==> src/rtl/serial_subtractor.sv <==
// rtl/serial_subtractor.sv - bit-serial N-bit subtractor (diff = a - b, LSB first) with start/busy/done handshake.
// Optional signed-overflow output ovf is enabled by defining SERIAL_SUB_OVF_EN.
module serial_subtractor #(
  parameter int N = 8
) (
  input  logic         clk,
  input  logic         rst,
  input  logic         start,
  input  logic [N-1:0] a,
  input  logic [N-1:0] b,
  output logic         busy,
  output logic         done,
  output logic [N-1:0] diff,
  output logic         bout
`ifdef SERIAL_SUB_OVF_EN
  ,
  output logic         ovf
`endif
);

  localparam int CW = (N > 1) ? $clog2(N) : 1;

  typedef enum logic [1:0] {
    S_IDLE,
    S_RUN,
    S_DONE
  } state_t;

  state_t         state_q, state_d;
  logic [N-1:0]   sa_q, sa_d;
  logic [N-1:0]   sb_q, sb_d;
  logic [N-1:0]   res_q, res_d;
  logic [N-1:0]   diff_q, diff_d;
  logic [CW-1:0]  cnt_q, cnt_d;
  logic           br_q, br_d;
  logic           bout_q, bout_d;

  logic           bit_diff;
  logic           br_next;
  logic [N-1:0]   res_shift;

`ifdef SERIAL_SUB_OVF_EN
  logic           asign_q, asign_d;
  logic           bsign_q, bsign_d;
  logic           ovf_q, ovf_d;
`endif

  // One full-subtractor cell operating on the current LSBs and the stored borrow.
  always_comb begin
    bit_diff  = sa_q[0] ^ sb_q[0] ^ br_q;
    br_next   = (~sa_q[0] & sb_q[0]) | (~(sa_q[0] ^ sb_q[0]) & br_q);
    res_shift = res_q >> 1;
    res_shift[N-1] = bit_diff;
  end

  always_comb begin
    state_d = state_q;
    sa_d    = sa_q;
    sb_d    = sb_q;
    res_d   = res_q;
    diff_d  = diff_q;
    cnt_d   = cnt_q;
    br_d    = br_q;
    bout_d  = bout_q;
`ifdef SERIAL_SUB_OVF_EN
    asign_d = asign_q;
    bsign_d = bsign_q;
    ovf_d   = ovf_q;
`endif

    case (state_q)
      S_IDLE, S_DONE: begin
        if (start) begin
          sa_d    = a;
          sb_d    = b;
          res_d   = '0;
          diff_d  = '0;
          cnt_d   = '0;
          br_d    = 1'b0;
          bout_d  = 1'b0;
`ifdef SERIAL_SUB_OVF_EN
          asign_d = a[N-1];
          bsign_d = b[N-1];
          ovf_d   = 1'b0;
`endif
          state_d = S_RUN;
        end else begin
          state_d = S_IDLE;
        end
      end

      S_RUN: begin
        sa_d  = sa_q >> 1;
        sb_d  = sb_q >> 1;
        res_d = res_shift;
        br_d  = br_next;
        cnt_d = cnt_q + CW'(1);
        // Last bit: publish the completed result together with the final borrow.
        if (cnt_q == CW'(N - 1)) begin
          diff_d  = res_shift;
          bout_d  = br_next;
`ifdef SERIAL_SUB_OVF_EN
          ovf_d   = (asign_q != bsign_q) && (res_shift[N-1] != asign_q);
`endif
          state_d = S_DONE;
        end
      end

      default: state_d = S_IDLE;
    endcase
  end

  always_ff @(posedge clk) begin
    if (rst) begin
      state_q <= S_IDLE;
      sa_q    <= '0;
      sb_q    <= '0;
      res_q   <= '0;
      diff_q  <= '0;
      cnt_q   <= '0;
      br_q    <= 1'b0;
      bout_q  <= 1'b0;
    end else begin
      state_q <= state_d;
      sa_q    <= sa_d;
      sb_q    <= sb_d;
      res_q   <= res_d;
      diff_q  <= diff_d;
      cnt_q   <= cnt_d;
      br_q    <= br_d;
      bout_q  <= bout_d;
    end
  end

`ifdef SERIAL_SUB_OVF_EN
  always_ff @(posedge clk) begin
    if (rst) begin
      asign_q <= 1'b0;
      bsign_q <= 1'b0;
      ovf_q   <= 1'b0;
    end else begin
      asign_q <= asign_d;
      bsign_q <= bsign_d;
      ovf_q   <= ovf_d;
    end
  end

  assign ovf = ovf_q;
`endif

  assign busy = (state_q == S_RUN);
  assign done = (state_q == S_DONE);
  assign diff = diff_q;
  assign bout = bout_q;

endmodule

==> config.mk <==
export PLATFORM = sky130hd
export DESIGN_NAME = serial_subtractor
export DESIGN_NICKNAME = d
export VERILOG_FILES = /design/src/rtl/serial_subtractor.sv
export SDC_FILE = /design/constraint.sdc
export NUM_CORES = 1
export LEC_CHECK = 0
export ABC_AREA = 1
export CORE_MARGIN = 4
export CORE_UTILIZATION = 30
export CTS_BUF_LIST = sky130_fd_sc_hd__clkbuf_16
export DETAILED_ROUTE_END_ITERATION = 10
export GPL_ROUTABILITY_DRIVEN = 0
export RECOVER_POWER = 100
export REMOVE_ABC_BUFFERS = 1
export SYNTH_ARGS = -nofsm -noshare
export SYNTH_HDL_FRONTEND = slang
export SYNTH_SLANG_ARGS = --single-unit
==> constraint.sdc <==
create_clock -name clk -period 2.1 [get_ports clk]
set_clock_uncertainty 0.2 [all_clocks]
set_input_delay 0.315 -clock clk [delete_from_list [all_inputs] [get_ports clk]]
set_output_delay 0.315 -clock clk [all_outputs]
set_load 0.01 [all_outputs]
; ---- Word level (Yosys, flattened, before mapping)
; Cells that the tools add are included.
[word_totals]
latch_bits = 0
wordCells = 43
in_bits = 19
ramBits = 0
out_inout_bits = 11
memories = 0
mem_bits_ro = 0
register_bits = 39
[op_classes]
multipliers = 0
n_lt_le_gt_ge = 0
n_reduce_logical = 5
bitwise_logic = 7
mux = 17
n_shift = 0
n_eq_ne = 5
add_sub_neg = 1
div_mod_pow = 0
[ops]
columns = op, count
row1 = one-hot mux 8 bit (2 select lines), 4
row2 = 2-to-1 mux 8 bit, 4
row3 = one-hot mux 3 bit (2 select lines), 1
row4 = one-hot mux 1 bit (2 select lines), 2
row5 = one-hot mux 2 bit (2 select lines), 1
row6 = adder 3 x 1 -> 3 bit (second input constant), 1
row7 = equality test 3 bit (second input constant), 1
row8 = 2-to-1 mux 1 bit, 3
row9 = 2-to-1 mux 3 bit, 1
row10 = AND reduction 3 bit, 1
row11 = bitwise AND 1 bit, 2
row12 = equality test 2 x 1 -> 1 bit (second input constant), 1
row13 = equality test 2 bit (second input constant), 1
row14 = logical NOT 2 bit, 1
row15 = 2-to-1 mux 2 bit, 1
row16 = inequality test 2 x 1 -> 1 bit (second input constant), 1
row17 = inequality test 2 bit (second input constant), 1
row18 = NOT 1 bit, 2
row19 = AND reduction 2 bit, 1
row20 = nonzero test 2 bit, 1
row21 = OR reduction 2 bit, 1
row22 = bitwise XOR 1 bit, 2
row23 = OR 1 bit, 1

; ---- Depth between registers and ports, before layout
[depth]
ltp_word = 6
depth_mapped = 7
ltp_nobuf = 6

; ---- Worst setup path after synthesis
; OpenSTA, ideal clock, no wires.
[synth_timing]
path_type = register -> register
from = reg cnt_q[0]
to = reg diff_q[0] (netlist: diff[0])
path_slack_ps = 667
required_ps = 1779
path_stages_with_launch = 8
n_path_buf = 1
t_arrival_ps = 1112
synth_period_minus_slack_ps = 1433
setup_time_ps = 121
path_cell_list = dfxtp_1 > ha_1 > ha_1 > buf_2 > nand3_2 > nor2_1 > nand2_1 > o21ai_0
[synth_between]
elab_chain_cells = 3
[synth_lines]
columns = item, line_no
row1 = from (decl), 34  ; logic [CW-1:0] cnt_q, cnt_d;
row2 = from (signal assigned), 129  ; cnt_q <= cnt_d;
row3 = equality test 3 bit, 99  ; if (cnt_q == CW'(N - 1)) begin
row4 = inequality test 2 x 1 -> 1 bit (no line), n/a
row5 = AND reduction 3 bit (no line), n/a
row6 = to (signal assigned), 128  ; diff_q <= diff_d;
row7 = to (decl), 33  ; logic [N-1:0] diff_q, diff_d;
; No other way between the ends.
; A chain may end at the register's enable or synchronous reset.

; ---- Worst setup path after layout
[layout_timing]
from = reg state_q[0]
to = out busy
[layout_between]
elab_chain_cells = 1
[layout_lines]
columns = item, line_no
row1 = from (decl), 29  ; state_t state_q, state_d;
row2 = from (signal assigned), 124  ; state_q <= state_d;
row3 = equality test 2 x 1 -> 1 bit, 151  ; assign busy = (state_q == S_RUN);
row4 = to (decl), 11  ; output logic busy,
; No other way between the ends.

==> out/qor.txt <==
Cell chain of the critical path: inv_4 -> nor2_4 -> dlygate4sd3_1
Period utilisation layout: 94.0%
Top cell type's share of synthesized area: 42.4%
Outcome: finished clean
Register share of total power: 39.0%
Main synth FF type: dfxtp_1
Critical path endpoint category: output pin
CP Max Fanout: 3
Max clock buf depth: 2
Clock network fraction of total power: 48.4%
CP max stage cell: dlygate4sd3_1
WS Path Type: flip-flop to output pin
Hold WS: 0.277 ns
Die Y-Extent: 85.3 um
Crit path required time: 1.58 ns
Slew headroom: 36.4%
Post-placement cell count: 339
Clk sinks: 38
Overall Power: 1.99 mW
Final-stage net count: 296
Drt wl/cell: 11.8 um
Cell Pwr Density: 873 nW/um2
R2r setup slk: 0.29 ns
Total iterations of the first detailed-routing run: 4
Core Area: 5640 um2
First-pass GRT wire length: 7100 um
Gr usage total: 11.7%
Post_cts resized: 0
Dpl hpwl: 2490 um
Delay-heaviest family, CP: buffers and inverters
CTS tree: done
Non-filler instance count after layout: 347
Area grow syn2layout: 26.9%
Grt ovf: 0
Std-Cell Rows: 27
Switching Share: 22.6%
Pleak: 1.01 nW
Max VDD drop: 0.000408 V
Total number of vias: 1631
Yosys reg bits: 38
# diodes: 0
Most frequent cells after synthesis: nand3_1 (56), nand2_1 (43), dfxtp_1 (38)
CTS clk-pin slew, worst paths: 0.06 ns
Worst-Skew Late Latency: 0.27 ns
Count of final setup violators: 0
Largest cells by area after synthesis: dfxtp_1 (42%), nand3_1 (16%), nand2_1 (9.0%)
Met2 GRT Util: 19.4%
Synth unique cells: 21
Ys Warns: 0
Psw: 450 uW
Most used routing layer: met2
CP Launch Type: flip-flop
Critical Path Max Stage Delay: 0.62 ns
IO Port Bufs: 29
Area leader, netlist: dfxtp_1
Final hold vios: 0
Die W: 85.3 um
H-tree lvl count: 2
RSZ-0062 raised after global routing: false
Post CTS Setup Buffer Count: 0
Cell area after synthesis: 1790 um2
Final Critical Period: 1.97 ns
DR iter-0 viols: 99
Most common cell in the netlist: nand3_1
Combinational Power Share: 12.6%
Initial Utilization: 31.8%
Initial antenna violation count: 0
GR Layer Usage met1: 14.8%
Largest net degree at the start of global routing: 53
Worst r2r path cells: 5
CTS buffer count: 5
CTS root buf: clkbuf_16
Worst slew pin tran: 0.950 ns
MaxCap Viol Count: 0
Final TNS setup: 0 ns
Hold Crit Depth: 2
Worst min path class: flip-flop to flip-flop
Critical path arrival: 1.46 ns
Int Pwr: 1.54 mW
Fmax: 0.507 GHz
CTS hold repair buffers: 0
Post-DRT Antenna Nets: 0
Share of post-route cells with drive strength above 1: 6.55%
Drt drc: 0
Ys async rst share: 0%
Critical Path Stages: 3
Number of synthesized flops with an enable pin: 0
CP bufs+invs: 2
Mean Syn Cell Area: 7.17 um2
Mapped Cells: 250
Sequential fraction of the synthesis area: 42.4%
Die area: 7280 um2
Met3 Use GR: 3.11%
Via-per-instance ratio: 4.70
Max Slew Vio Count: 0
Vias in the first global route: 1555
Ports: 30
Total wire length: 4080 um
==> layout by cell type, fill, tap and decap left out, types with 2 or more instances in the layout <==
cell type,count
inv_4,2
dfxtp_1,37
o21ai_0,2
nand2_1,43
ha_1,2
dlygate4sd3_1,10
a21oi_1,22
buf_4,5
nand2_2,2
nor2_1,16
clkbuf_16,5
nor3_1,14
inv_1,32
nand3_1,57
clkdlybuf4s50_1,18
bufinv_16,2
==> registers in the layout (all words and copies together), names as in the netlist <==
signal	count
sa_q	8
bout	1
br_q	1
sb_q	8
res_q	7
state_q	2
diff	8
cnt_q	3
==> final timing paths <==
kind / from / to
max: state_q[0] / busy
min: diff[2] / diff[2]
max reg2reg: state_q[0] / state_q[0]
min reg2reg: diff[2] / diff[2]
==> kinds of logic after synthesis <==
kind of cell | Yosys count | share of synthesized area [%]
buffers and inverters | 51 | 13.9
adder cells (fa/ha/maj) | 3 | 2.51
flip-flops | 38 | 42.4
AO/OA/AOI/OAI | 24 | 6.70
AND/OR/NAND/NOR | 134 | 34.5
==> per-layer routing <==
| metal | vias to the layer above | wire, um |
|---|---|---|
| met3 | 2 | 188 |
| met5 | - | 0 |
| met4 | 0 | 19 |
| li1 | 848 | - |
| met1 | 759 | 2010 |
| met2 | 22 | 1870 |
==> stage by stage <==
step	setup slack, ns	utilization [%]	cell area, um2
after floorplan	0.405	-	1670
after global placement	0.295	37.1	2090
after detailed placement	0.252	37.1	2090
after CTS	0.0747	40.4	2280
after global routing	0.0600	40.3	2270
final	0.127	40.3	2270
==> worst register-to-register path, cell delays in order (launching register included) <==
cell and delay [ns]:
dfxtp_1 0.39, inv_4 0.06, nand2_2 0.69, nand2_1 0.18
nand2_1 0.09, a21oi_1 0.04
==> power groups by stage <==
stage                     Clock (mW)  Sequential, mW  Combinational, mW
after floorplan                    0           0.792              0.154
after global placement             0           0.790              0.250
after detailed placement           0           0.791              0.252
after CTS                      0.976           0.776              0.254
after global routing            1.01           0.779              0.286
final                          0.961           0.776              0.250
==> final cells by class <==
type,instances,area [um2]
repair buffers,34,328
fillers,583,3370
clock inverters,3,63.8
multi-input cells,161,773
inverters,34,133
clock buffers,5,125
well taps,72,90.1
flip-flops and latches,38,762
No activity file was read; power rests on OpenSTA's default activity.
